<file path="src/rtl/fifo_block_pkg.sv">
// fifo_block_pkg
//   Shared definitions for the block FIFO producer-side writer and the
//   matching consumer-side reader.
//   - Width derivation helpers (data width, word-address width, block words)
//   - state_t: writer/reader FSM states {IDLE, FILL, PAD, PUSH}
//   PAD is only reachable when FIFO_BLOCK_WRITER_PAD_EN is defined.
package fifo_block_pkg;

    localparam int DEFAULT_BLK_ADDR_WIDTH = 14;
    localparam int DEFAULT_WORD_BWIDTH    = 3;

    typedef enum logic [1:0] {
        IDLE = 2'd0,
        FILL = 2'd1,
        PAD  = 2'd2,
        PUSH = 2'd3
    } state_t;

    // Word of 2^word_bwidth bytes.
    function automatic int calc_data_width(input int word_bwidth);
        return 8 * (2 ** word_bwidth);
    endfunction

    // Word-address width inside one block.
    function automatic int calc_addr_width(input int blk_addr_width, input int word_bwidth);
        return blk_addr_width - word_bwidth;
    endfunction

    // Number of words in one block.
    function automatic int calc_blk_words(input int addr_width);
        return 2 ** addr_width;
    endfunction

    localparam int BLK_WORDS = calc_blk_words(
        calc_addr_width(DEFAULT_BLK_ADDR_WIDTH, DEFAULT_WORD_BWIDTH));

endpackage

</file>
<file path="src/rtl/fifo_block_writer.sv">
// fifo_block_writer
//   Packs a valid/ready word stream into blocks of the block FIFO. Words are
//   written one per accept through p_write/p_addr/p_data; the block is
//   committed with a one-cycle p_push when it is full or s_last is seen.
//
//   Handshake: a word transfers on a rising edge where s_valid && s_ready.
//   s_ready is a pure decode of the FILL state; s_valid may be asserted at
//   any time and must hold data stable until accepted.
//
//   Ports:
//     p_clk, p_rst         clock, synchronous active-high reset
//     s_valid/s_ready      input stream handshake, s_data word, s_last end of frame
//     p_request            FIFO can take a new block
//     status_full          FIFO has no free block
//     p_write/p_addr/p_data  registered word write into the current block
//     p_push, p_len        block commit pulse and its word count
//     frame_len            real pre-pad word count (FIFO_BLOCK_WRITER_PAD_EN only)
//     blk_cnt              blocks pushed since reset, wraps
//     dbg_state            current FSM state for observation
//
//   Build option FIFO_BLOCK_WRITER_PAD_EN: short frames are padded with zero
//   words up to a full block before the commit.
module fifo_block_writer
    import fifo_block_pkg::*;
#(
    parameter  int BLK_ADDR_WIDTH = 14,
    parameter  int WORD_BWIDTH    = 3,
    localparam int DATA_WIDTH     = calc_data_width(WORD_BWIDTH),
    localparam int ADDR_WIDTH     = calc_addr_width(BLK_ADDR_WIDTH, WORD_BWIDTH),
    localparam int BLK_WORDS      = calc_blk_words(ADDR_WIDTH)
) (
    input  logic                  p_clk,
    input  logic                  p_rst,
    input  logic                  s_valid,
    output logic                  s_ready,
    input  logic [DATA_WIDTH-1:0] s_data,
    input  logic                  s_last,
    input  logic                  p_request,
    input  logic                  status_full,
    output logic                  p_write,
    output logic [ADDR_WIDTH-1:0] p_addr,
    output logic [DATA_WIDTH-1:0] p_data,
    output logic                  p_push,
    output logic [ADDR_WIDTH:0]   p_len,
    output logic [31:0]           blk_cnt,
`ifdef FIFO_BLOCK_WRITER_PAD_EN
    output logic [ADDR_WIDTH:0]   frame_len,
`endif
    output logic [1:0]            dbg_state
);

    localparam logic [ADDR_WIDTH:0] LAST_W   = (ADDR_WIDTH+1)'(BLK_WORDS - 1);
    localparam logic [ADDR_WIDTH:0] FULL_LEN = (ADDR_WIDTH+1)'(BLK_WORDS);

    state_t                state_q;
    logic [ADDR_WIDTH:0]   wcnt_q;
    logic [ADDR_WIDTH:0]   len_q;
    logic                  p_write_q;
    logic [ADDR_WIDTH-1:0] p_addr_q;
    logic [DATA_WIDTH-1:0] p_data_q;
    logic                  p_push_q;
    logic [ADDR_WIDTH:0]   p_len_q;
    logic [31:0]           blk_cnt_q;
`ifdef FIFO_BLOCK_WRITER_PAD_EN
    logic [ADDR_WIDTH:0]   frame_len_q;
`endif

    always_ff @(posedge p_clk) begin
        if (p_rst) begin
            state_q     <= IDLE;
            wcnt_q      <= '0;
            len_q       <= '0;
            p_write_q   <= 1'b0;
            p_addr_q    <= '0;
            p_data_q    <= '0;
            p_push_q    <= 1'b0;
            p_len_q     <= '0;
            blk_cnt_q   <= '0;
`ifdef FIFO_BLOCK_WRITER_PAD_EN
            frame_len_q <= '0;
`endif
        end else begin
            p_push_q <= 1'b0;
            case (state_q)
                // p_push_q blocks the grant for the commit cycle so the FIFO
                // status reflects the block just pushed.
                IDLE: begin
                    if (p_request && !status_full && !p_push_q) begin
                        state_q <= FILL;
                    end
                end
                FILL: begin
                    p_write_q <= 1'b0;
                    if (s_valid) begin
                        p_write_q <= 1'b1;
                        p_addr_q  <= wcnt_q[ADDR_WIDTH-1:0];
                        p_data_q  <= s_data;
                        wcnt_q    <= wcnt_q + 1'b1;
                        if (wcnt_q == LAST_W || s_last) begin
                            len_q <= wcnt_q + 1'b1;
`ifdef FIFO_BLOCK_WRITER_PAD_EN
                            state_q <= (wcnt_q == LAST_W) ? PUSH : PAD;
`else
                            state_q <= PUSH;
`endif
                        end
                    end
                end
`ifdef FIFO_BLOCK_WRITER_PAD_EN
                // Zero-fill the rest of the block, one word per cycle.
                PAD: begin
                    p_write_q <= 1'b1;
                    p_addr_q  <= wcnt_q[ADDR_WIDTH-1:0];
                    p_data_q  <= '0;
                    wcnt_q    <= wcnt_q + 1'b1;
                    if (wcnt_q == LAST_W) begin
                        state_q <= PUSH;
                    end
                end
`endif
                // The last word's write is visible during this cycle.
                PUSH: begin
                    p_write_q   <= 1'b0;
                    p_push_q    <= 1'b1;
`ifdef FIFO_BLOCK_WRITER_PAD_EN
                    p_len_q     <= FULL_LEN;
                    frame_len_q <= len_q;
`else
                    p_len_q     <= len_q;
`endif
                    blk_cnt_q   <= blk_cnt_q + 32'd1;
                    wcnt_q      <= '0;
                    state_q     <= IDLE;
                end
                default: state_q <= IDLE;
            endcase
        end
    end

    assign s_ready   = (state_q == FILL);
    assign p_write   = p_write_q;
    assign p_addr    = p_addr_q;
    assign p_data    = p_data_q;
    assign p_push    = p_push_q;
    assign p_len     = p_len_q;
    assign blk_cnt   = blk_cnt_q;
    assign dbg_state = state_q;
`ifdef FIFO_BLOCK_WRITER_PAD_EN
    assign frame_len = frame_len_q;
`else
    // Full-block length constant only matters to the padded build.
    logic unused_full_len;
    assign unused_full_len = ^FULL_LEN;
`endif

endmodule
</file>
<file path="config.mk">
export PLATFORM = sky130hd
export DESIGN_NAME = fifo_block_writer
export DESIGN_NICKNAME = d
export VERILOG_FILES = /design/src/rtl/fifo_block_pkg.sv /design/src/rtl/fifo_block_writer.sv
export SDC_FILE = /design/constraint.sdc
export NUM_CORES = 1
export LEC_CHECK = 0
export BUFFER_PORTS_ARGS = -buffer_cell sky130_fd_sc_hd__buf_2
export CELL_PAD_IN_SITES_DETAIL_PLACEMENT = 0
export CELL_PAD_IN_SITES_GLOBAL_PLACEMENT = 1
export CORE_MARGIN = 5
export CORE_UTILIZATION = 30
export CTS_BUF_LIST = sky130_fd_sc_hd__clkbuf_16
export DETAILED_ROUTE_END_ITERATION = 6
export PLACE_DENSITY = 0.68
export SYNTH_ARGS = -nofsm -noshare
export SYNTH_HDL_FRONTEND = slang
export SYNTH_SLANG_ARGS = --single-unit
</file>
<file path="constraint.sdc">
create_clock -name p_clk -period 2.1 [get_ports p_clk]
set_input_delay 0.105 -clock p_clk [delete_from_list [all_inputs] [get_ports p_clk]]
set_output_delay 0.105 -clock p_clk [all_outputs]
set_load 0.05 [all_outputs]
</file>
==> results by group <==
Detailed routing
  – Vias: 5643
  – First-pass DRT Iterations: 4
  – Starting DRT DRC Count: 278
  – Avg WL per Cell: 13.69 um
  – Wire length after detailed routing: 17080 um
  – Antenna viol nets, final: 0
  – DRC errors left: 0
  – Post-DR vias/cell: 4.522

Power and ir drop
  – Psw: 1642 uW
  – Clock share of power: 0.475
  – Pleak: 0.003495 uW
  – Int Pwr: 4943 uW
  – Switching Share: 0.2494
  – Peak supply drop: 624.8 uV
  – Power per Cell Area: 782.1 nW/um^2
  – Sequential Power Share: 0.435
  – Gate power share: 0.090
  – Pwr Total: 6585 uW

Global route
  – First-pass GRT wire length: 27090 um
  – Total gr overflow: 0
  – Largest net degree at the start of global routing: 61
  – Initial antenna violation count: 1
  – Vias in the first global route: 5350
  – All-Layer GR Usage: 0.1483

Timing
  – Worst Max-Slew Pin Slew: 0.6849 ns
  – Clock skew: 0.01066 ns
  – Final setup fails: 0
  – Total Negative Setup Slacks: 0 ns
  – Fin crit period: 1.888 ns
  – Fmax achieved: 529.7 MHz
  – Worst Hold Margin: 0.07439 ns
  – Slew Viols, Final: 0
  – Fin crit share: 0.8989
  – Slew HR: 0.5434
  – RSZ-0062 raised after global routing: no
  – Final Hold Vio Count: 0

Cells and area
  – Post-layout net count: 1041
  – Commonest non-fill, non-tap cells in the layout: nand2_1, buf_2, dfxtp_1, a21oi_1, dlygate4sd3_1
  – Share of post-route cells with drive strength above 1: 0.2709
  – P&R area growth vs syn: 44.00%
  – Commonest non-fill, non-tap cell in the layout: nand2_1
  – Design Area, Final: 8419 um^2

Clock tree
  – Setup Buffers After CTS: 0
  – Clk_lat worst skew: 0.42 ns
  – H-tree depth: 4
  – Worst-path clk slew: 0.06 ns
  – Sink Count: 147
  – TritonCTS clock tree: yes
  – Number of CTS-inserted buffers: 17
  – Max Buffers Root-to-Sink: 2
  – Clock root cell: clkbuf_16

Setup path
  – Crit Path Max Fanout: 7
  – Crit Path Class: register to register
  – Critical path data required time: 2.45 ns
  – Worst Setup End Kind: register
  – WP data arrival: 2.24 ns
  – Startpoint types: register

Min path
  – Hold Path Class: primary input to register

Floorplan
  – Die Width: 149.6 um
  – Die ar.: 22380 um^2
  – Row count: 51
  – Die extent in y: 149.6 um
  – Starting Density: 0.3024
  – Io pins: 194
  – Core ar.: 19330 um^2

Yosys
  – Post-Synthesis Cells: 721
  – Mapped Avg Cell Area: 8.109 um^2
  – Syn_nets: 793
  – Ys Warns: 0
  – Sequential-to-total area share from yosys stat: 0.5033
  – Post-Syn Area: 5847 um^2
  – EDFF count, synth: 0
  – Asr flop ratio synth: 0
  – Cell variety after synth: 40
  – Seq cells post-synth: 147
  – Synth Flop Type: dfxtp_1

Flow run
  – Total of max-cap violations: 0

Run status
  – Status: complete, no violations

Placement
  – HPWL Detailed: 11540 um
  – GPL Wtd Cong: 0.7581
  – Area post-placement: 7154 um^2
  – IO Port Bufs: 193
[cell usage after synthesis (2+ instances only)]
master | count | share of area
nor3_1 | 14 | 0.012
xnor2_1 | 8 | 0.012
or3_1 | 13 | 0.014
nand3_1 | 15 | 0.013
a21oi_1 | 126 | 0.11
a211oi_1 | 9 | 0.012
buf_1 | 7 | 0.0045
nor2_1 | 32 | 0.021
o21ai_0 | 19 | 0.016
nand4_1 | 7 | 0.0075
dfxtp_1 | 147 | 0.50
nand4_4 | 2 | 0.0073
and2_1 | 5 | 0.0053
and3_1 | 6 | 0.0064
nand3b_1 | 2 | 0.0026
inv_1 | 8 | 0.0051
clkbuf_1 | 28 | 0.018
xor2_1 | 11 | 0.016
nand2_1 | 196 | 0.13
nor2b_1 | 10 | 0.011
a311oi_1 | 2 | 0.0030
and4_1 | 6 | 0.0090
mux2_2 | 12 | 0.023
ha_1 | 2 | 0.0043
buf_2 | 15 | 0.013
nor4_1 | 5 | 0.0053
[kinds of logic after synthesis]
logic type | share of synthesized area
buffers and inverters | 0.04259
DFF | 0.5033
and+or+nand+nor | 0.2502
muxes | 0.02311
adders and majority gates | 0.004279
xor gates and xnor gates | 0.02846
AOI/OAI and AO/OA | 0.1481
[worst paths after layout]
path,startpoint,end,slack [ns],cells past startpoint
worst max-delay path,wcnt_q[0],len_q[0],0.21,5
worst min-delay path,status_full,dbg_state[0],0.07,4
worst max register to register,wcnt_q[0],len_q[0],0.21,5
worst min register to register,p_addr[8],p_addr[8],0.45,2
[power by group through the flow]
stage	Combinational, uW	Sequential (uW)	Clock, uW
floorplan	168	3080	0
global placement	498	2930	0
detailed placement	498	2930	0
CTS	593	2860	3240
global route	635	2870	3360
finish	589	2870	3130
[routing by layer]
metal  routed length (um)  global-route usage  vias to the layer above
li1                     -                   -                     2935
met1                 7627              0.1851                     2567
met2                 8255              0.2484                      122
met3                  902             0.04210                       19
met4                  294             0.04622                        0
met5                    0                   0                        -
[through the flow]
stage | setup WS [ns] | util | std cells
floorplan | 0.08312 | - | 721
global placement | 0.1860 | 0.3700 | 1150
detailed placement | 0.1226 | 0.3700 | 1150
CTS | 0.1015 | 0.4351 | 1247
global route | 0.03789 | 0.4354 | 1248
finish | 0.2123 | 0.4354 | 1248
[registers in the layout (all words and copies together), names as in the netlist]
name	flops
blk_cnt	32
wcnt_q	12
p_write	1
len_q	12
p_data	64
p_len	12
dbg_state	2
p_addr	11
p_push	1
[layout make-up]
type | count | area (um^2)
clock inverters | 15 | 181.4
fillers | 1975 | 10920
multi-input cells | 514 | 2664
flip-flops and latches | 147 | 2943
inverters | 8 | 30.03
well taps | 265 | 331.6
diodes | 1 | 2.502
repair buffers | 281 | 1842
clock buffers | 17 | 425.4
[what timing repair did]
item | CTS | global route
endpoints found under the setup margin | 0 | 9
resized for setup | 0 | 1
hold buffers | 65 | 0
hold endpoints to repair | 65 | 0
[critical path, cell delays in order (launching register included)]
cell and delay (ns):
dfxtp_1 0.44, ha_1 0.22, nand4_2 0.16, o41a_1 0.55, or3_1 0.34, a21oi_1 0.11
No activity file was read; power rests on OpenSTA's default activity.
